### src/rtl/word_splitter.sv
// Tokenizer: raw ASCII bytes in, upper-case word bytes out, each word closed by 8'd0.
// Latency 1 clock from input transfer to out_byte; no output back-pressure.
// in_ready drops for the single FLUSH cycle that follows in_last on a word char.
// Optional: define WORD_COUNT_EN to add the word_count port (terminators since reset).
module word_splitter #(
  parameter int MAX_LEN = 16,
  parameter int LEN_W   = 5,
  parameter int UPCASE  = 1
`ifdef WORD_COUNT_EN
  ,
  parameter int COUNT_W = 16
`endif
) (
  input  logic       clock,
  input  logic       reset,
  input  logic       in_valid,
  output logic       in_ready,
  input  logic [7:0] in_data,
  input  logic       in_last,
  output logic       out_valid,
  output logic [7:0] out_byte,
  output logic       trunc
`ifdef WORD_COUNT_EN
  ,
  output logic [COUNT_W-1:0] word_count
`endif
);

  typedef enum logic [1:0] {
    IDLE  = 2'd0,
    WORD  = 2'd1,
    FLUSH = 2'd2
  } state_t;

  state_t           state_q, state_d;
  logic [LEN_W-1:0] len_q, len_d;
  logic             flag_q, flag_d;
  logic             out_valid_d;
  logic [7:0]       out_byte_d;
  logic             trunc_d;
  logic             xfer;
  logic             is_word;
  logic             at_max;
  logic [7:0]       char_mapped;

  // FLUSH owes a terminator, so no new byte can be taken that cycle.
  assign in_ready = (state_q != FLUSH);
  assign xfer     = in_valid && in_ready;
  assign at_max   = (len_q == LEN_W'(MAX_LEN));

  assign is_word = ((in_data >= 8'h41) && (in_data <= 8'h5a)) ||
                   ((in_data >= 8'h61) && (in_data <= 8'h7a)) ||
                   ((in_data >= 8'h30) && (in_data <= 8'h39)) ||
                   (in_data == 8'h27);

  // Optional lower-to-upper case folding of the forwarded character.
  always_comb begin
    char_mapped = in_data;
    if ((UPCASE != 0) && (in_data >= 8'h61) && (in_data <= 8'h7a)) begin
      char_mapped = in_data - 8'd32;
    end
  end

  // State, word length and truncation flag registers.
  always_ff @(posedge clock) begin
    if (reset) begin
      state_q <= IDLE;
      len_q   <= '0;
      flag_q  <= 1'b0;
    end else begin
      state_q <= state_d;
      len_q   <= len_d;
      flag_q  <= flag_d;
    end
  end

  // Next state: word chars open/extend a word, separators close it, FLUSH always closes.
  always_comb begin
    state_d = state_q;
    len_d   = len_q;
    flag_d  = flag_q;
    if (state_q == FLUSH) begin
      state_d = IDLE;
      len_d   = '0;
      flag_d  = 1'b0;
    end else if (xfer) begin
      if (is_word) begin
        state_d = in_last ? FLUSH : WORD;
        if (at_max) begin
          flag_d = 1'b1;
        end else begin
          len_d = len_q + LEN_W'(1);
        end
      end else begin
        state_d = IDLE;
        len_d   = '0;
        flag_d  = 1'b0;
      end
    end
  end

  // Next outputs: forwarded char, terminator (with trunc) or the idle space filler.
  always_comb begin
    out_valid_d = 1'b0;
    out_byte_d  = 8'h20;
    trunc_d     = 1'b0;
    if (state_q == FLUSH) begin
      out_valid_d = 1'b1;
      out_byte_d  = 8'h00;
      trunc_d     = flag_q;
    end else if (xfer) begin
      if (is_word && !at_max) begin
        out_valid_d = 1'b1;
        out_byte_d  = char_mapped;
      end else if (!is_word && (state_q == WORD)) begin
        out_valid_d = 1'b1;
        out_byte_d  = 8'h00;
        trunc_d     = flag_q;
      end
    end
  end

  // Registered outputs so the checker sees clean, glitch-free bytes.
  always_ff @(posedge clock) begin
    if (reset) begin
      out_valid <= 1'b0;
      out_byte  <= 8'h20;
      trunc     <= 1'b0;
    end else begin
      out_valid <= out_valid_d;
      out_byte  <= out_byte_d;
      trunc     <= trunc_d;
    end
  end

`ifdef WORD_COUNT_EN
  logic               term_d;
  logic [COUNT_W-1:0] word_count_q;

  // A word byte is never 8'h00, so a valid zero is always a terminator.
  assign term_d = out_valid_d && (out_byte_d == 8'h00);

  // Count terminators in step with the registered out_byte; wraps naturally.
  always_ff @(posedge clock) begin
    if (reset) begin
      word_count_q <= '0;
    end else if (term_d) begin
      word_count_q <= word_count_q + COUNT_W'(1);
    end
  end

  assign word_count = word_count_q;
`endif

endmodule

### config.mk
export PLATFORM = sky130hd
export DESIGN_NAME = word_splitter
export DESIGN_NICKNAME = d
export VERILOG_FILES = /design/src/rtl/word_splitter.sv
export SDC_FILE = /design/constraint.sdc
export NUM_CORES = 1
export LEC_CHECK = 0
export CAP_MARGIN = 15
export CORE_MARGIN = 1.5
export CORE_UTILIZATION = 41
export CTS_CLUSTER_DIAMETER = 200
export DETAILED_ROUTE_END_ITERATION = 12
export GPL_ROUTABILITY_DRIVEN = 0
export PLACE_DENSITY = 0.68
export SETUP_SLACK_MARGIN = 0.4
export SYNTH_ARGS = -nofsm -noshare
export SYNTH_HDL_FRONTEND = slang
export SYNTH_SLANG_ARGS = --single-unit
### constraint.sdc
create_clock -name clock -period 2.42 [get_ports clock]
set_clock_uncertainty 0.2 [all_clocks]
set_input_delay 0.242 -clock clock [delete_from_list [all_inputs] [get_ports clock]]
set_output_delay 0.242 -clock clock [all_outputs]
set_load 0.03 [all_outputs]
* Yosys cells after proc, flatten, opt, wreduce, memory -nomap -nowiden *
Cells that the tools add are included.

operators by class
  add/subtract/negate cells = 2
  magnitude comparators = 6
  equality and inequality tests = 7
  mux-type cells = 19
  bitwise logic cells = 1
  reductions and logical operators = 15

operators with widths
  operator               number
  $mux W6                3
  $ge A8 B7 Y1 const B   2
  $le A8 B7 Y1 const B   2
  $mux W8                2
  $mux W1                10
  $mux W5                2
  $eq A8 B6 Y1 const B   1
  $ge A8 B6 Y1 const B   1
  $le A8 B6 Y1 const B   1
  $sub A8 B6 Y8 const B  1
  $logic_and A1 B1 Y1    6
  $add A5 B1 Y5 const B  1
  $eq A5 B5 Y1 const B   1
  $mux W2                2
  $ne A2 B2 Y1 const B   2
  $reduce_and A2 Y1      2
  $logic_or A1 B1 Y1     3
  $reduce_or A3 Y1       1
  $eq A2 B1 Y1 const B   1
  $eq A2 B2 Y1 const B   1
  $logic_not A1 Y1       2
  $ne A2 B1 Y1 const B   1
  $reduce_or A2 Y1       1
  $not A1 Y1             1

word-level totals
  bits in registers = 18
  input port bits = 12
  output and inout port bits = 11
  logic and storage cells = 57

* Depth between registers and ports, before layout *
Gate-level depths: netlist of run 1.

  word-level depth = 11
  depth in mapped cells = 8
  mapped depth without buffers = 7

* Least setup slack after synthesis of run 1 *
No wires, ideal clock.

  path type = input port to flip-flop
  start point = in in_data[5]
  end point = reg out_byte[5]
  setup time = 120 ps
  arrival time = 1556 ps
  path slack = 544 ps
  stages on the path = 6
  path through = ha_1 > nand2b_1 > a211oi_1 > o31a_1 > o41a_1 > a211o_1

between the ends
  cells in the longest elaborated chain, start to end = 11
  elaborated cells between the ends (all ways) = 22
  those cells by class = add/sub: 1; order compare: 6; eq/ne: 1; mux: 5; reduce/logical: 9

RTL lines
  item                                           RTL line    source
  from (decl)                                    18          input logic [7:0] in_data,
  $ge A8 B7 Y1, or another cell as far along     51          assign is_word = ((in_data >= 8'h41) && (in_data <= 8'h5a)) ||
  $logic_and A1 B1 Y1, on equally long branches  51, 52, 59
  $logic_or A1 B1 Y1                             51
  $logic_or A1 B1 Y1                             52          ((in_data >= 8'h61) && (in_data <= 8'h7a)) ||
  $logic_or A1 B1 Y1                             53          ((in_data >= 8'h30) && (in_data <= 8'h39)) ||
  $logic_not A1 Y1                               115         end else if (!is_word && (state_q == WORD)) begin
  $logic_and A1 B1 Y1                            115
  $mux W6                                        115
  $mux W8 *                                      112         if (is_word && !at_max) begin
  $mux W6 *                                      111         end else if (xfer) begin
  $mux W6 *                                      107         if (state_q == FLUSH) begin
  to (signal assigned)                           131         out_byte <= out_byte_d;
  to (decl)                                      21          output logic [7:0] out_byte,

Mark *: on every way between the ends. The rest lies on a longest branch, timed or not.
A chain may end at the register's enable or synchronous reset.

* Worst setup path after layout of run 1 *
  start point = in in_data[7]
  end point = reg out_byte[5]

The elaborated chain is that of the path after synthesis.

==> metrics.md, run 1 <==
| Metric | Value |
|---|---|
| Status | completed |
| Largest net degree at the start of global routing | 12 |
| Synth area leader | dfxtp_1 |
| Ant diodes | 0 |
| Max Buffers Root-to-Sink | 2 |
| Vias per cell | approximately 5.4 |
| IO Port Bufs | 22 |
| Met2 Wirelength | 1060 microns |
| Tcrit/Tclk final | 0.786 |
| CTS clk-pin slew, worst paths | about 0.10 ns |
| Peak VDD IR | 0.357 mV |
| First-pass GRT wire length | ~3800 microns |
| Uppermost routed layer | met4 |
| Clock sink count | 18 |
| Worst-path fanout max | 5 |
| Post-Syn Nets | 130 |
| Final period demand of the worst path | ~1.9 ns |
| Final setup viols | 0 |
| Reg2reg path depth | 6 |
| Prevailing post-synth register cell | dfxtp_1 |
| CP arrival | 1.90 ns |
| CP endpoint kind | register |
| Clk Latency, worst-skew pair | 0.30 ns |
| Area contributors post-synth | dfxtp_1 39%, ha_1 6.7%, o211ai_1 4.8% |
| DRC | 0 |
| Clock root buffer | clkbuf_4 |
| Metal3 WL | about 91 microns |
| Unrepaired setup endpoints after global routing | no |
| Slew HR | 0.651 |
| TritonCTS clock tree | built |
| Syn Inst Count | around 110 |
| Buf/Inv on CP | 2 |
| Synth cell types | 33 |
| Rows | 17 |
| Total Routing Usage GR | 0.197 |
| Slew Viols, Final | 0 |
| Placed instance area | 1230 sq um |
| Yosys warns | 0 |
| H-tree depth | 1 |
| # hold bufs at CTS | 0 |
| Commonest cells post-synth | 18 x dfxtp_1, 11 x inv_1, 11 x nand2_1 |
| Worst hold stages | 3 |
| Total negative slack | 0 ns |
| CTS buffer count | 3 |
| Critical-path cell list | clkdlybuf4s50_1 > nor2_1 > nand4_1 > o211ai_1 > buf_4 > o21ai_1 > a211o_1 |
| Most common cell in the synthesized netlist | dfxtp_1 |
| Worst Tran Pin Value | 0.516 ns |
| CP Launch Type | input pin |
| Pleak | 0.536 nW |
| Slowest CP cell | clkdlybuf4s50_1 |
| Synth top area share | 0.387 |
| Grt ovf | 0 |
| Crit path kind | in2reg |
| Pwr dens | about 430 nW/um^2 |
| Final Hold Viols | 0 |
| Share of layout cells above drive strength 1 | 0.158 |
| Initial core utilization | 0.429 |
| Final Instance Area | 1320 sq um |
| Max Cap Viol | 0 |
| Crit path largest cell delay | between 0.4 and 0.5 ns |
| Post-Route WL | between 2000 and 2500 microns |
| Vias in the first global route | roughly 880 |
| Core area | 2170 sq um |
| Routed vias | 938 |
| DRT Pass-1 Iters | 4 |
| Die area | around 2600 sq um |
| Initial DRC Count | 8 |
| Met1 Wirelength | about 1000 microns |
| Async S/R FF share, synth | 0 |
| Fmax | ~0.53 GHz |
| Die extent in y | about 51 microns |
| Die width | about 51 microns |
| Area grow syn2layout | 41.7% |
| Post-synthesis sequential area ratio | 0.387 |
| Avg Cell Area, Syn | about 8 sq um |
| Nets@finish | about 170 |
| Wire length per cell | around 13 microns |
| Mapped Area | a little over 900 sq um |
| #FFs+latches synth | 18 |
| I/O pin total | 23 |
| Crit path depth | 7 |
| Initial antenna violation count | 0 |
| HP Class | in2reg |
| CP required | between 2 and 2.5 ns |
| Detail Route Antenna Nets | 0 |
| Detailed placement HPWL | 1680 microns |
| Post-synth EDFFs | 0 |
| Crit-path leading delay family | compound AO/OA/AOI/OAI gates |
power by group:
group	leakage (nW)	total, mW	internal, mW	switching (mW)
clock	0.0138	0.153	0.0581	0.0944
sequential	0.146	0.306	0.302	0.00330
combinational	0.377	0.109	0.0482	0.0607
total	0.536	0.567	0.409	0.158
sequential cells by signal (all words and copies together), names as in the netlist:
| name | cells |
|---|---|
| out_byte | 8 |
| trunc | 1 |
| flag_q | 1 |
| state_q | 2 |
| len_q | 5 |
| out_valid | 1 |
routing by layer:
layer  vias up  global-route usage
met4         0               0.117
met3         5              0.0387
met2        26               0.311
met1       433               0.246
met5         -                   0
li1        474                   -
path summary, 6_finish.rpt:
kind                   start     endpoint  slack [ns]
hold / removal    in_data[2]  out_byte[2]        0.08
setup / recovery  in_data[7]  out_byte[5]        0.52
hold reg to reg   state_q[0]   state_q[0]        0.28
setup reg to reg    len_q[0]  out_byte[5]        0.56
tightest hold or removal path: stages:
cell,delay (ns)
dlymetal6s2s_1,0.18
inv_1,0.07
nor2_1,0.04
kinds of logic after synthesis:
logic type,after synthesis,synth area share
and+or+nand+nor,41,0.226
AOI/OAI and AO/OA,32,0.238
DFF,18,0.387
buffers and inverters,16,0.0726
adders and majority gates,5,0.0672
xor gates and xnor gates,1,0.00941
placed cells by master (no fill, tap or decap), drive strengths merged:
master,synthesis,final
buf,3,13
nor2,10,10
clkdlybuf4s50,0,14
o21ai,5,5
o31a,1,1
and2,1,1
o22ai,1,1
nor3b,2,2
inv,11,11
ha,5,5
clkbuf,2,3
a211o,1,1
xor2,1,1
dlygate4sd2,0,5
nand2b,3,3
o2111a,1,1
o41a,1,1
a211oi,3,3
o211ai,6,6
nor4,1,1
a31oi,2,2
dfxtp,18,18
nand4,2,2
nor4bb,1,1
dlymetal6s2s,0,3
o311ai,1,1
nand2,11,11
a21oi,8,8
nor3,5,5
nand3,4,4
o2111ai,2,2
and4b,1,1
final cells by class:
cell class / instances / area (sq um)
clock buffer: 3 / 22.5
fill: 202 / 851
inverter: 11 / 41.3
multi-input combinational: 79 / 537
sequential: 18 / 360
tap: 28 / 35.0
timing repair buffer: 35 / 323
repair_timing:
action | 4_1_cts | 5_1_grt
pin swaps | 3 | 3
gates resized for setup | 7 | 8
buffers inserted | 2 | 1
hold endpoints to repair | 0 | 0
cloned | 0 | 0
endpoints found under the setup margin | 8 | 13
metrics by stage:
stage / setup WS, ns / power [mW] / hold WS [ns] / utilization / cells
6_report: 0.518 / 0.567 / 0.0772 / 0.608 / 174
5_1_grt: 0.428 / 0.593 / 0.0931 / 0.608 / 174
4_1_cts: 0.403 / 0.570 / 0.157 / 0.590 / 173
3_5_place_dp: 0.0161 / 0.416 / 0.265 / 0.569 / 168
3_3_place_gp: 0.0579 / 0.413 / 0.262 / 0.569 / 168
2_1_floorplan: 0.544 / 0.362 / 0.111 / - / 113
No activity file was read; power rests on OpenSTA's default activity.
==> run 2, diff against run 1 <==
--- a/config.mk
+++ b/config.mk
@@ -11,7 +11,7 @@
 export CTS_CLUSTER_DIAMETER = 200
 export DETAILED_ROUTE_END_ITERATION = 12
 export GPL_ROUTABILITY_DRIVEN = 0
-export PLACE_DENSITY = 0.68
+export PLACE_DENSITY = 0.71
 export SETUP_SLACK_MARGIN = 0.4
 export SYNTH_ARGS = -nofsm -noshare
 export SYNTH_HDL_FRONTEND = slang
==> constraint.sdc (replaced) <==
create_clock -name clock -period 1.65 [get_ports clock]
set_clock_uncertainty 0.2 [all_clocks]
set_input_delay 0.165 -clock clock [delete_from_list [all_inputs] [get_ports clock]]
set_output_delay 0.165 -clock clock [all_outputs]
set_load 0.03 [all_outputs]
==> metrics.md, run 2 (synthesis results as in run 1) <==
| Metric | Value |
|---|---|
| Status | finished with violations |
| Failing checks | hold timing, setup timing |
| H-tree depth | 1 (unchanged) |
| Clock sink count | 18 (unchanged) |
| CP arrival | 1.72 ns (-0.18 ns) |
| Placed instance area | 1490 sq um (+21%) |
| Pre-CTS setup slack | -0.662 ns (-0.678 ns) |
| Worst Tran Pin Value | 0.285 ns (-0.231 ns) |
| Buf/Inv on CP | 2 (unchanged) |
| Peak VDD IR | 0.481 mV (+35%) |
| Ant diodes | 0 (unchanged) |
| Slew HR | 0.809 (+0.158) |
| Top reg by flops | out_byte |
| Vias in the first global route | 1081 (+22%) |
| Clk Latency, worst-skew pair | 0.30 ns (about the same) |
| Crit path kind | in2reg |
| Unrepaired setup endpoints after global routing | yes |
| Critical-path cell list | buf_6 > buf_6 > ha_4 > nand2b_4 > a211oi_2 > o31a_1 > o41a_1 > a211o_1 |
| CP required | 1.64 ns (-0.78 ns) |
| Max Buffers Root-to-Sink | 2 (unchanged) |
| Worst-path fanout max | 3 (-2) |
| Post-layout util | 0.791 (+0.183) |
| Most used cell, CP | buf_6 |
| Core area | 2170 sq um (unchanged) |
| Die extent in y | 50.7 microns (unchanged) |
| Clock root buffer | clkbuf_4 |
| Initial antenna violation count | 0 (unchanged) |
| Largest net degree at the start of global routing | 10 (-2) |
| Filler Cell Count | 145 (-28%) |
| CP Launch Type | input pin |
| Total Routing Usage GR | 0.234 (+0.0372) |
| Finished Layout Cells | 206 (+18%) |
| Pwr dens | 539 nW/um^2 (+25%) |
| Vias per cell | 5.45 (+1.1%) |
| Final setup viols | 2 (+2) |
| Initial DRC Count | 16 (+8) |
| Detailed placement HPWL | 1880 microns (+12%) |
| HP Class | in2reg |
| Area grow syn2layout | 84.3% |
| DRT Pass-1 Iters | 4 (unchanged) |
| Final Instance Area | 1720 sq um (+30%) |
| Routed vias | 1123 (+20%) |
| Final period demand of the worst path | around 1.7 ns |
| Final Hold Viols | 1 (+1) |
| Detail Route Antenna Nets | 0 (unchanged) |
| Slowest CP cell | o41a_1 |
| Initial core utilization | 0.429 (unchanged) |
| Slew Viols, Final | 0 (unchanged) |
| DRC | 0 (unchanged) |
| Die area | 2570 sq um (unchanged) |
| Max reg flops | 8 (unchanged) |
| I/O pin total | 23 (unchanged) |
| Biggest registers after layout | out_byte (8), len_q (5), state_q (2) |
| Register area | 365 sq um (+1.4%) |
| Pleak | 0.745 nW (+39%) |
| Placed instance count | 193 (+15%) |
| CTS buffer count | 3 (unchanged) |
| Fmax | 0.580 GHz |
| Multi-input logic area | 679 sq um (+27%) |
| Wire length per cell | 14.7 microns (+13%) |
| Final WS setup | -0.0727 ns (-0.591 ns) |
| CP endpoint kind | register |
| Max Cap Viol | 0 (unchanged) |
| IO Port Bufs | 22 (unchanged) |
| Post-Route WL | 3020 microns (+34%) |
| Total power | 0.925 mW (+63%) |
| Tcrit/Tclk final | 1.04 |
| TritonCTS clock tree | built |
| First-pass GRT wire length | 4490 microns (+18%) |
| Crit-path leading delay family | compound AO/OA/AOI/OAI gates |
| Die width | 50.7 microns (unchanged) |
| Leading cell type in the layout, fill and taps excluded | buf_4 |
| CTS clk-pin slew, worst paths | 0.09 ns (about the same) |
| Crit path largest cell delay | 0.45 ns (-0.02 ns) |
| Rows | 17 (unchanged) |
| Share of layout cells above drive strength 1 | 0.551 (+0.393) |
| Most frequent cells in the layout | 30 x buf_4, 15 x buf_6, 14 x dfxtp_1 |
| WHS | -0.00511 ns (-0.0823 ns) |
| Grt ovf | 0 (unchanged) |
| Nets@finish | 197 (+19%) |
==> run 2: timing repair <==
action                                 CTS  global route
gates resized for setup                111            15
endpoints found under the hold margin    1             0
pin swaps                               15            15
gates cloned                             0             0
buffers inserted                         5             4
setup endpoints to repair               29            19
hold buffers                             1             0
==> run 2: power by group <==
group          internal (mW)  leakage, nW  total, mW  switching, mW
logic                  0.133        0.584      0.257          0.125
registers              0.444        0.148      0.448        0.00411
clock network         0.0851       0.0138      0.219          0.134
==> run 2: worst paths after layout <==
path                            slack, ns       start     endpoint  depth (start not counted)
worst max-delay path                -0.07  in_data[6]  out_byte[5]                          8
worst min-delay path               -0.005  in_data[1]  out_byte[1]                          4
worst max register to register       0.01    len_q[4]     len_q[2]                          6
worst min register to register       0.26  state_q[0]   state_q[0]                          2
==> run 2: stage by stage <==
step	hold slack, ns	TNS (ns)
final	-0.00511	-0.102
after global routing	0.00917	-0.779
after CTS	0.0276	-0.0577
after detailed placement	0.253	-9.91
after global placement	0.253	-9.50
after floorplan	0.0341	-0.0368
==> run 2: area by class of cell <==
type | count | area share
clock buffers | 3 | 0.0131
inverters | 11 | 0.0241
multi-input cells | 79 | 0.396
flip-flops and latches | 18 | 0.213
well taps | 28 | 0.0204
repair buffers | 67 | 0.333
==> run 2: per-layer routing <==
layer  vias to the layer above  global-route usage  wire length (microns)
li1                        542                   -                      -
met3                        12              0.0357                    129
met5                         -                   0                      0
met1                       531               0.240                   1130
met4                         0              0.0991                     92
met2                        38               0.461                   1670
==> run 2: tightest hold or removal path: cells and delay by family <==
family | cells | cell delay, ns
and+or+nand+nor | 1 | 0.08
buffers and inverters | 3 | 0.22
==> run 3, diff against run 2 <==
--- a/config.mk
+++ b/config.mk
@@ -5,7 +5,7 @@
 export SDC_FILE = /design/constraint.sdc
 export NUM_CORES = 1
 export LEC_CHECK = 0
-export CAP_MARGIN = 15
+export CORE_ASPECT_RATIO = 1.75
 export CORE_MARGIN = 1.5
 export CORE_UTILIZATION = 41
 export CTS_CLUSTER_DIAMETER = 200
==> metrics.md, run 3 (synthesis results as in run 1) <==
| Metric | Value |
|---|---|
| Post-Route WL | 2920 microns (-3.3%) |
| Register area | 365 sq um (unchanged) |
| Reg2reg path depth | 8 (+2) |
| Pwr dens | 586 nW/um^2 (+8.6%) |
| Reg2reg end | len_q[0] |
| Biggest registers after layout | out_byte (8), len_q (5), state_q (2) |
| Total Routing Usage GR | 0.250 (+0.0164) |
| Clock root buffer | clkbuf_4 |
| Destination of the worst hold path | out_byte[7] |
| Failing checks | setup timing |
| WHS | 0.0651 ns (+0.0702 ns) |
| Buf/Inv on CP | 3 (+1) |
| Die area | 2580 sq um (+0.44%) |
| Max reg flops | 8 (unchanged) |
| Final Hold Viols | 0 (-1) |
| Clock sink count | 18 (unchanged) |
| Worst-path fanout max | 4 (+1) |
| Reg2Reg Setup Slack | -0.20 ns (-0.21 ns) |
| Slowest CP cell | dfxtp_2 |
| DRT Pass-1 Iters | 4 (unchanged) |
| Peak VDD IR | 0.513 mV (+6.7%) |
| Crit-path leading delay family | simple AND/OR/NAND/NOR gates |
| Detailed placement HPWL | 1970 microns (+4.8%) |
| Fmax | 0.541 GHz (-6.8%) |
| Tcrit/Tclk final | 1.12 (+0.0765) |
| Nets@finish | 196 (-0.51%) |
| Final Instance Area | 1630 sq um (-5.2%) |
| CP Launch Type | register |
| Status | finished with violations |
| Critical-path cell list | inv_2 > ha_2 > nor4bb_1 > buf_4 > buf_4 > and2_1 > o22ai_1 > a21oi_1 |
| Hold path start | in_data[7] |
| Worst hold stages | 4 (unchanged) |
| Initial core utilization | 0.439 (+0.0101) |
| CTS buffer count | 3 (unchanged) |
| Largest net degree at the start of global routing | 11 (+1) |
| Placed instance count | 185 (-4.1%) |
| Placed instance area | 1430 sq um (-4.0%) |
| Worst Tran Pin Value | 0.381 ns (+0.0961 ns) |
| Gate power share | 0.243 (-0.035) |
| I/O pin total | 23 (unchanged) |
| Filler Cell Count | 147 (+1.4%) |
| TritonCTS clock tree | built |
| Initial DRC Count | 28 (+12) |
| Die extent in y | 66.0 microns (+30%) |
| Switching Share | 0.271 (-0.0132) |
| Max Cap Viol | 0 (unchanged) |
| CP arrival | 1.86 ns (+0.14 ns) |
| Area grow syn2layout | 74.7% |
| First-pass GRT wire length | 4500 microns (+0.29%) |
| Internal power | 0.694 mW (+4.9%) |
| Final WS setup | -0.199 ns (-0.126 ns) |
| Routed vias | 1108 (-1.3%) |
| Slew Viols, Final | 0 (unchanged) |
| Crit path largest cell delay | 0.35 ns (-0.10 ns) |
| Flop pwr share | 0.471 (-0.013) |
| HP Class | in2reg |
| Final setup viols | 14 (+12) |
| CTS clk-pin slew, worst paths | 0.10 ns (about the same) |
| Unrepaired setup endpoints after global routing | yes |
| IO Port Bufs | 22 (unchanged) |
| Multi-input logic area | 629 sq um (-7.4%) |
| RR Startpoint | len_q[0] |
| Final period demand of the worst path | 1.85 ns (+0.126 ns) |
| DRC | 0 (unchanged) |
| Slew HR | 0.742 (-0.0667) |
| Switch Pwr | 0.258 mW (-1.8%) |
| Most used cell, CP | buf_4 |
| Leading cell type in the layout, fill and taps excluded | buf_4 |
| Most frequent cells in the layout | 36 x buf_4, 14 x dfxtp_1, 12 x buf_2 |
| Top reg by flops | out_byte |
| Core area | 2120 sq um (-2.3%) |
| Vias per cell | 5.49 (+0.62%) |
| Rows | 22 (+5) |
| H-tree depth | 1 (unchanged) |
| Max Buffers Root-to-Sink | 2 (unchanged) |
| Post-layout util | 0.767 (-0.0232) |
| Wire length per cell | 14.5 microns (-1.4%) |
| Detail Route Antenna Nets | 0 (unchanged) |
| Initial antenna violation count | 0 (unchanged) |
| Total power | 0.952 mW (+3.0%) |
| Crit path kind | reg2reg |
| Finished Layout Cells | 202 (-1.9%) |
| Clk Latency, worst-skew pair | 0.29 ns (about the same) |
| Grt ovf | 0 (unchanged) |
| Part of the power in the clock network | 0.286 (+0.049) |
| CP required | 1.66 ns (+0.02 ns) |
| CP endpoint kind | register |
| Share of layout cells above drive strength 1 | 0.517 (-0.0337) |
| Pleak | 0.717 nW (-3.8%) |
| Vias in the first global route | 1088 (+0.65%) |
| Ant diodes | 0 (unchanged) |
| Die width | 39.0 microns (-23%) |
-- run 3: cell count changes in the layout (fill, tap and decap cells not counted), moves of 2 or more --
cell           before  now
nor2_4              5    1
nor2_2              2    4
dlygate4sd3_1       1    3
nor2_1              3    5
a21oi_2             4    2
buf_12              2    0
buf_4              30   36
buf_6              15    8
a21oi_1             4    6
-- run 3: final cells by class --
| type | instances | share of cell area |
|---|---|---|
| flip-flops and latches | 18 | 0.225 |
| well taps | 24 | 0.0185 |
| repair buffers | 66 | 0.322 |
| clock buffers | 4 | 0.0223 |
| multi-input cells | 79 | 0.387 |
| inverters | 11 | 0.0254 |
-- run 3: power groups by stage --
stage | Clock (mW) | Sequential (mW) | Combinational [mW]
detailed placement | 0 | 0.457 | 0.195
floorplan | 0 | 0.470 | 0.0684
global placement | 0 | 0.457 | 0.191
CTS | 0.272 | 0.448 | 0.216
finish | 0.272 | 0.448 | 0.232
global route | 0.296 | 0.449 | 0.248
-- run 3: what timing repair did --
item	CTS	global route
pin swaps	8	5
setup endpoints to repair	29	19
gates resized for setup	103	12
hold endpoints to repair	3	0
hold buffers	3	0
setup buffers	8	2
-- run 3: worst register-to-register path: stages, from the launching register on --
cell	delay, ns
dfxtp_2	0.35
inv_2	0.05
ha_2	0.16
nor4bb_1	0.33
buf_4	0.22
buf_4	0.13
and2_1	0.13
o22ai_1	0.07
a21oi_1	0.15
-- run 3: worst max-delay path by stage --
stage	start	cells past startpoint	endpoint
floorplan	len_q[0]	7	len_q[2]
global placement	in_data[2]	6	out_byte[5]
detailed placement	in_data[0]	7	len_q[1]
CTS	len_q[1]	8	len_q[0]
global route	len_q[1]	8	len_q[2]
finish	len_q[0]	8	len_q[0]
-- run 3: routing by layer --
layer / up-vias / routed length, microns / GRT usage
met5: - / 0 / 0
met4: 0 / 74 / 0.172
met3: 6 / 92 / 0.0168
met2: 34 / 1750 / 0.465
met1: 526 / 1000 / 0.237
li1: 542 / - / -
-- run 3: per-stage QoR --
step / setup TNS, ns / worst slack [ns]
after floorplan: -0.0368 / -0.0211
after global placement: -10.55 / -0.685
after detailed placement: -11.54 / -0.750
after CTS: -0.318 / -0.0664
after global routing: -2.88 / -0.285
final: -1.62 / -0.199
